--- config.mk ---
export PLATFORM = sky130hd
export DESIGN_NAME = sha1_msg_padder
export DESIGN_NICKNAME = d
export VERILOG_FILES = /design/src/rtl/sha1_msg_padder.sv
export SDC_FILE = /design/constraint.sdc
export NUM_CORES = 1
export LEC_CHECK = 0
export BUFFER_PORTS_ARGS = -buffer_cell sky130_fd_sc_hd__buf_2
export CAP_MARGIN = 20
export CELL_PAD_IN_SITES_DETAIL_PLACEMENT = 1
export CELL_PAD_IN_SITES_GLOBAL_PLACEMENT = 2
export CORE_ASPECT_RATIO = 1.1
export CORE_UTILIZATION = 37
export DETAILED_ROUTE_END_ITERATION = 7
export PLACE_DENSITY_LB_ADDON = 0.25
export SYNTH_ARGS = -nofsm -noshare
export SYNTH_HDL_FRONTEND = slang
export SYNTH_SLANG_ARGS = --single-unit
export TNS_END_PERCENT = 1
--- constraint.sdc ---
create_clock -name clk -period 5.88 [get_ports clk]
set_input_delay 0.294 -clock clk [delete_from_list [all_inputs] [get_ports clk]]
set_output_delay 0.294 -clock clk [all_outputs]
set_load 0.005 [all_outputs]
--- src/rtl/sha1_msg_padder.sv ---
`default_nettype none
//------------------------------------------------------------------------------
// Module      : sha1_msg_padder
// Description : Packs a big-endian 32-bit word stream into 512-bit SHA-1 blocks
//               with marker byte, zero fill and 64-bit bit length appended.
// Revision    : 1.0 - initial release
//------------------------------------------------------------------------------
module sha1_msg_padder #(
    parameter int BYTE_CNT_W = 32
) (
    input  logic          clk,
    input  logic          reset_n,
    input  logic          in_valid,
    output logic          in_ready,
    input  logic [31:0]   in_data,
    input  logic          in_last,
    input  logic [1:0]    in_bytes,
    output logic          blk_valid,
    input  logic          blk_ready,
    output logic [511:0]  blk_data,
    output logic          blk_first,
    output logic          blk_last,
    output logic          busy
);

    localparam logic [1:0]  c_st_fill  = 2'd0;
    localparam logic [1:0]  c_st_emit  = 2'd1;
    localparam logic [1:0]  c_st_extra = 2'd2;
    localparam logic [31:0] c_marker   = 32'h8000_0000;

    logic [1:0]            r_state;
    logic [3:0]            r_idx;
    logic [BYTE_CNT_W-1:0] r_byte_cnt;
    logic                  r_first;
    logic                  r_extra;
    logic                  r_extra_marker;
    logic                  r_blk_valid;
    logic                  r_blk_last;
    logic                  r_busy;
    logic [31:0]           r_buf [16];

    logic                  w_accept;
    logic                  w_blk_xfer;
    logic                  w_pending;
    logic [2:0]            w_nbytes;
    logic [BYTE_CNT_W-1:0] w_cnt_next;
    logic [63:0]           w_len_new;
    logic [63:0]           w_len_reg;
    logic [4:0]            w_free;
    logic [31:0]           w_word;

    function automatic logic [63:0] f_bit_len(input logic [BYTE_CNT_W-1:0] cnt);
        f_bit_len = {{(61-BYTE_CNT_W){1'b0}}, cnt, 3'b000};
    endfunction

    assign w_accept   = in_valid & in_ready;
    assign w_blk_xfer = r_blk_valid & blk_ready;
    assign w_pending  = in_last & (in_bytes == 2'b00);
    assign w_nbytes   = (in_last && in_bytes != 2'b00) ? {1'b0, in_bytes} : 3'd4;
    assign w_cnt_next = r_byte_cnt + {{(BYTE_CNT_W-3){1'b0}}, w_nbytes};
    assign w_len_new  = f_bit_len(w_cnt_next);
    assign w_len_reg  = f_bit_len(r_byte_cnt);
    // First index not occupied by data or by a marker word still to be written.
    assign w_free     = {1'b0, r_idx} + 5'd1 + {4'd0, w_pending};

    always_comb begin
        w_word = in_data;
        if (in_last) begin
            unique case (in_bytes)
                2'b01:   w_word = {in_data[31:24], 8'h80, 16'h0000};
                2'b10:   w_word = {in_data[31:16], 8'h80, 8'h00};
                2'b11:   w_word = {in_data[31:8], 8'h80};
                default: w_word = in_data;
            endcase
        end
    end

    always_ff @(posedge clk or negedge reset_n) begin
        if (!reset_n) begin
            r_state        <= c_st_fill;
            r_idx          <= 4'd0;
            r_byte_cnt     <= '0;
            r_first        <= 1'b1;
            r_extra        <= 1'b0;
            r_extra_marker <= 1'b0;
            r_blk_valid    <= 1'b0;
            r_blk_last     <= 1'b0;
            r_busy         <= 1'b0;
            for (int i = 0; i < 16; i++) r_buf[i] <= '0;
        end else begin
            unique case (r_state)
                c_st_fill: begin
                    if (w_accept) begin
                        r_busy        <= 1'b1;
                        r_buf[r_idx]  <= w_word;
                        r_byte_cnt    <= w_cnt_next;
                        r_idx         <= r_idx + 4'd1;
                        if (in_last) begin
                            if (w_pending && r_idx != 4'd15) r_buf[r_idx + 4'd1] <= c_marker;
                            r_blk_valid <= 1'b1;
                            r_state     <= c_st_emit;
                            if (w_free <= 5'd14) begin
                                r_buf[14]  <= w_len_new[63:32];
                                r_buf[15]  <= w_len_new[31:0];
                                r_blk_last <= 1'b1;
                            end else begin
                                r_extra        <= 1'b1;
                                r_extra_marker <= w_pending && (r_idx == 4'd15);
                            end
                        end else if (r_idx == 4'd15) begin
                            r_blk_valid <= 1'b1;
                            r_state     <= c_st_emit;
                        end
                    end
                end
                c_st_emit: begin
                    if (w_blk_xfer) begin
                        r_blk_valid <= 1'b0;
                        r_blk_last  <= 1'b0;
                        r_idx       <= 4'd0;
                        r_first     <= 1'b0;
                        for (int i = 0; i < 16; i++) r_buf[i] <= '0;
                        if (r_extra) begin
                            r_extra <= 1'b0;
                            r_state <= c_st_extra;
                        end else if (r_blk_last) begin
                            r_first    <= 1'b1;
                            r_byte_cnt <= '0;
                            r_busy     <= 1'b0;
                            r_state    <= c_st_fill;
                        end else begin
                            r_state <= c_st_fill;
                        end
                    end
                end
                c_st_extra: begin
                    if (!r_blk_valid) begin
                        // Buffer was cleared on the previous transfer; only set words are written.
                        if (r_extra_marker) r_buf[0] <= c_marker;
                        r_buf[14]   <= w_len_reg[63:32];
                        r_buf[15]   <= w_len_reg[31:0];
                        r_blk_last  <= 1'b1;
                        r_blk_valid <= 1'b1;
                    end else if (w_blk_xfer) begin
                        r_blk_valid    <= 1'b0;
                        r_blk_last     <= 1'b0;
                        r_extra_marker <= 1'b0;
                        r_first        <= 1'b1;
                        r_byte_cnt     <= '0;
                        r_idx          <= 4'd0;
                        r_busy         <= 1'b0;
                        r_state        <= c_st_fill;
                        for (int i = 0; i < 16; i++) r_buf[i] <= '0;
                    end
                end
                default: r_state <= c_st_fill;
            endcase
        end
    end

    generate
        for (genvar g = 0; g < 16; g++) begin : g_blk_word
            assign blk_data[511-32*g -: 32] = r_buf[g];
        end
    endgenerate

    assign in_ready  = (r_state == c_st_fill);
    assign blk_valid = r_blk_valid;
    assign blk_first = r_first;
    assign blk_last  = r_blk_last;
    assign busy      = r_busy;

endmodule
`default_nettype wire

==> impl_metrics.env <==
export IMPL_htree_levels=2
export IMPL_p_leak_nw=14.5
export IMPL_holdWs_ns=0.179
export IMPL_synth_flop_cell="dfrtp_1"
export IMPL_max_cap_violations=0
export IMPL_start_kind="register"
export IMPL_drive_above_1_share=0.295
export IMPL_path_cells="inv_1, ha_1, nor2b_4, a211oi_4, nand2_2, o21ai_2, buf_4, nand2_1, o21ai_0"
export IMPL_routed_wl_um=105000
export IMPL_max_stage_delay_ns=0.80
export IMPL_slew_violations=0
export IMPL_netlist_area_leader_share=0.590
export IMPL_fin_setup_tns_ns=0
export IMPL_synthTopCellsByCount="dfrtp_1 (555), nand2_1 (279), o21ai_0 (212)"
export IMPL_portBuffers=555
export IMPL_power_density_nw_per_um2=532
export IMPL_path_delay_family="compound AO/OA/AOI/OAI gates"
export IMPL_route_detailed_drc=0
export IMPL_grt_pass1_wl_um=154000
export IMPL_yosys_top_cells_area="dfrtp_1 (59%), o2bb2ai_1 (7.7%), a22o_1 (5.1%)"
export IMPL_rows=96
export IMPL_worst_slew_margin_rel=0.236
export IMPL_critPathBufInv=2
export IMPL_crit_path_end_kind="register"
export IMPL_layout_min_cycle_time_ns=3.96
export IMPL_die_h_um=266
export IMPL_fin_util=0.467
export IMPL_ir_worst_vdd_v=0.000405
export IMPL_detail_route_antenna_nets=0
export IMPL_place_congestion=0.857
export IMPL_min_path_type="in -> reg"
export IMPL_diodes=0
export IMPL_synthDominantAreaCellType="dfrtp_1"
export IMPL_skew_ns=0.0197
export IMPL_drtIter0Drc=1655
export IMPL_placed_area_um2=27000
export IMPL_grt_max_degree=132
export IMPL_avgSynthCellArea_um2=11.2
export IMPL_synth_most_common_cell="dfrtp_1"
export IMPL_dp_hpwl_um=72500
export IMPL_syn_area_um2=23500
export IMPL_grt_pass1_vias=21300
export IMPL_outcome="completed"
export IMPL_slowest_stage="a211oi_4"
export IMPL_cts_clk_slew_worst_paths_ns=0.07
export IMPL_cts_path_max_buffers=3
export IMPL_seq_area_frac_synth=0.591
export IMPL_finalHoldViolations=0
export IMPL_vias_per_cell=5.92
export IMPL_worst_pin_slew_ns=1.14
export IMPL_io_pins=556
export IMPL_async_flop_share=1.00
export IMPL_dieWidth_um=242
export IMPL_setup_viol=0
export IMPL_gr_total_overflow=0
export IMPL_wl_per_cell_um=30.4
export IMPL_final_nets=2627
export IMPL_cts_tree="yes"
export IMPL_synth_edf_count=0
export IMPL_clock_sinks=556
export IMPL_synth_cell_types=83
export IMPL_period_share=0.674
export IMPL_timing_fmax_mhz=252
export IMPL_cts_root_buf="clkbuf_16"
export IMPL_syn_nets=2155
export IMPL_required_ns=6.40
export IMPL_rsz0062_at_grt="false"
export IMPL_synth_cells=2102
export IMPL_antenna_found_initial=7
export IMPL_critical_path_class="reg -> reg"
export IMPL_core_um2=62600
export IMPL_fin_area_um2=29200
export IMPL_crit_fanout=25
export IMPL_start_util=0.376
export IMPL_cp_arrival_ns=4.48
export IMPL_vias=20500
export IMPL_track_usage=0.323
export IMPL_dieArea_um2=64600
export IMPL_insertion_delay_ns=0.65
export IMPL_ys_ff_latch=556
export IMPL_cts_made_buffers=59
export IMPL_area_growth_pct=24.1
export IMPL_ys_warn_count=0
export IMPL_post_cts_setup_buffers=0
export IMPL_dr_pass1_iters=5
==> flip-flops by register name, indices dropped and copies added (netlist names) <==
| name | cells |
|---|---|
| blk_data | 512 |
| r_byte_cnt | 32 |
| r_idx | 4 |
| r_state | 2 |
| blk_first | 1 |
| blk_last | 1 |
| blk_valid | 1 |
| busy | 1 |
| r_extra | 1 |
| r_extra_marker | 1 |
==> worst paths after layout <==
| check | endpoint | slack (ns) | cells past startpoint | start |
|---|---|---|---|---|
| setup reg to reg | blk_data[136] | 1.92 | 9 | r_state[0] |
| max in group asynchronous | blk_data[225] | 3.92 | 3 | reset_n |
| hold / removal | blk_data[428] | 0.18 | 4 | in_data[12] |
| min in group asynchronous | blk_data[121] | 0.32 | 2 | reset_n |
| hold reg to reg | blk_data[242] | 0.48 | 2 | blk_data[242] |
| setup / recovery | blk_data[136] | 1.92 | 9 | r_state[0] |
==> stage by stage <==
step	setup WS, ns	std cells	total power, W
2_1_floorplan	3.05	2102	0.00849
3_3_place_gp	1.85	3339	0.0112
3_5_place_dp	1.74	3340	0.0114
4_1_cts	1.91	3453	0.0155
5_1_grt	1.66	3457	0.0162
6_report	1.92	3457	0.0155
==> where the power goes <==
part	total [W]	internal, W	switching, W
Clock	0.00400	0.00231	0.00169
Sequential	0.00546	0.00475	0.000713
Combinational	0.00609	0.00191	0.00418
Total	0.0155	0.00897	0.00658
==> worst min-delay path, delay by kind of cell <==
kind / cells / cell delay, ns
AOI/OAI and AO/OA: 1 / 0.14
buffers and inverters: 2 / 0.30
and+or+nand+nor: 1 / 0.04
==> layout make-up <==
cell class / instances / area, um2
clock buffer: 78 / 1620
clock inverter: 33 / 455
fill: 6795 / 33400
inverter: 22 / 82.6
multi-input combinational: 1334 / 8820
sequential: 556 / 13900
tap: 833 / 1040
timing repair buffer: 601 / 3280
==> layout by cell type (no fill, tap or decap), drive strengths merged, types with 20 or more instances in the layout <==
cell       n
dfrtp    555
inv       23
nor2      49
o21ai    239
buf      599
a22oi     23
clkbuf    78
nand2    280
nand3     35
clkinv    20
nor3      36
a22o     138
a21oi     74
o2bb2ai  228
==> per-layer routing <==
metal,global-route usage,routed length (um),vias to the layer above
li1,-,-,8636
met1,0.407,42000,10900
met2,0.529,50800,748
met3,0.0875,7960,202
met4,0.120,4380,12
met5,0,70,-
==> repair_timing <==
item	CTS	global route
hold buffers	2	0
hold endpoints to repair	104	0
gates resized for setup	0	0
==> kinds of logic after synthesis <==
logic type / count (synthesis) / synth area share
compound gates: 794 / 0.249
flops: 556 / 0.591
simple gates: 489 / 0.0979
buf+inv: 212 / 0.0398
xor+xnor: 25 / 0.00931
fa+ha+maj: 14 / 0.00776
mux: 12 / 0.00511
No activity file was read; power rests on OpenSTA's default activity.
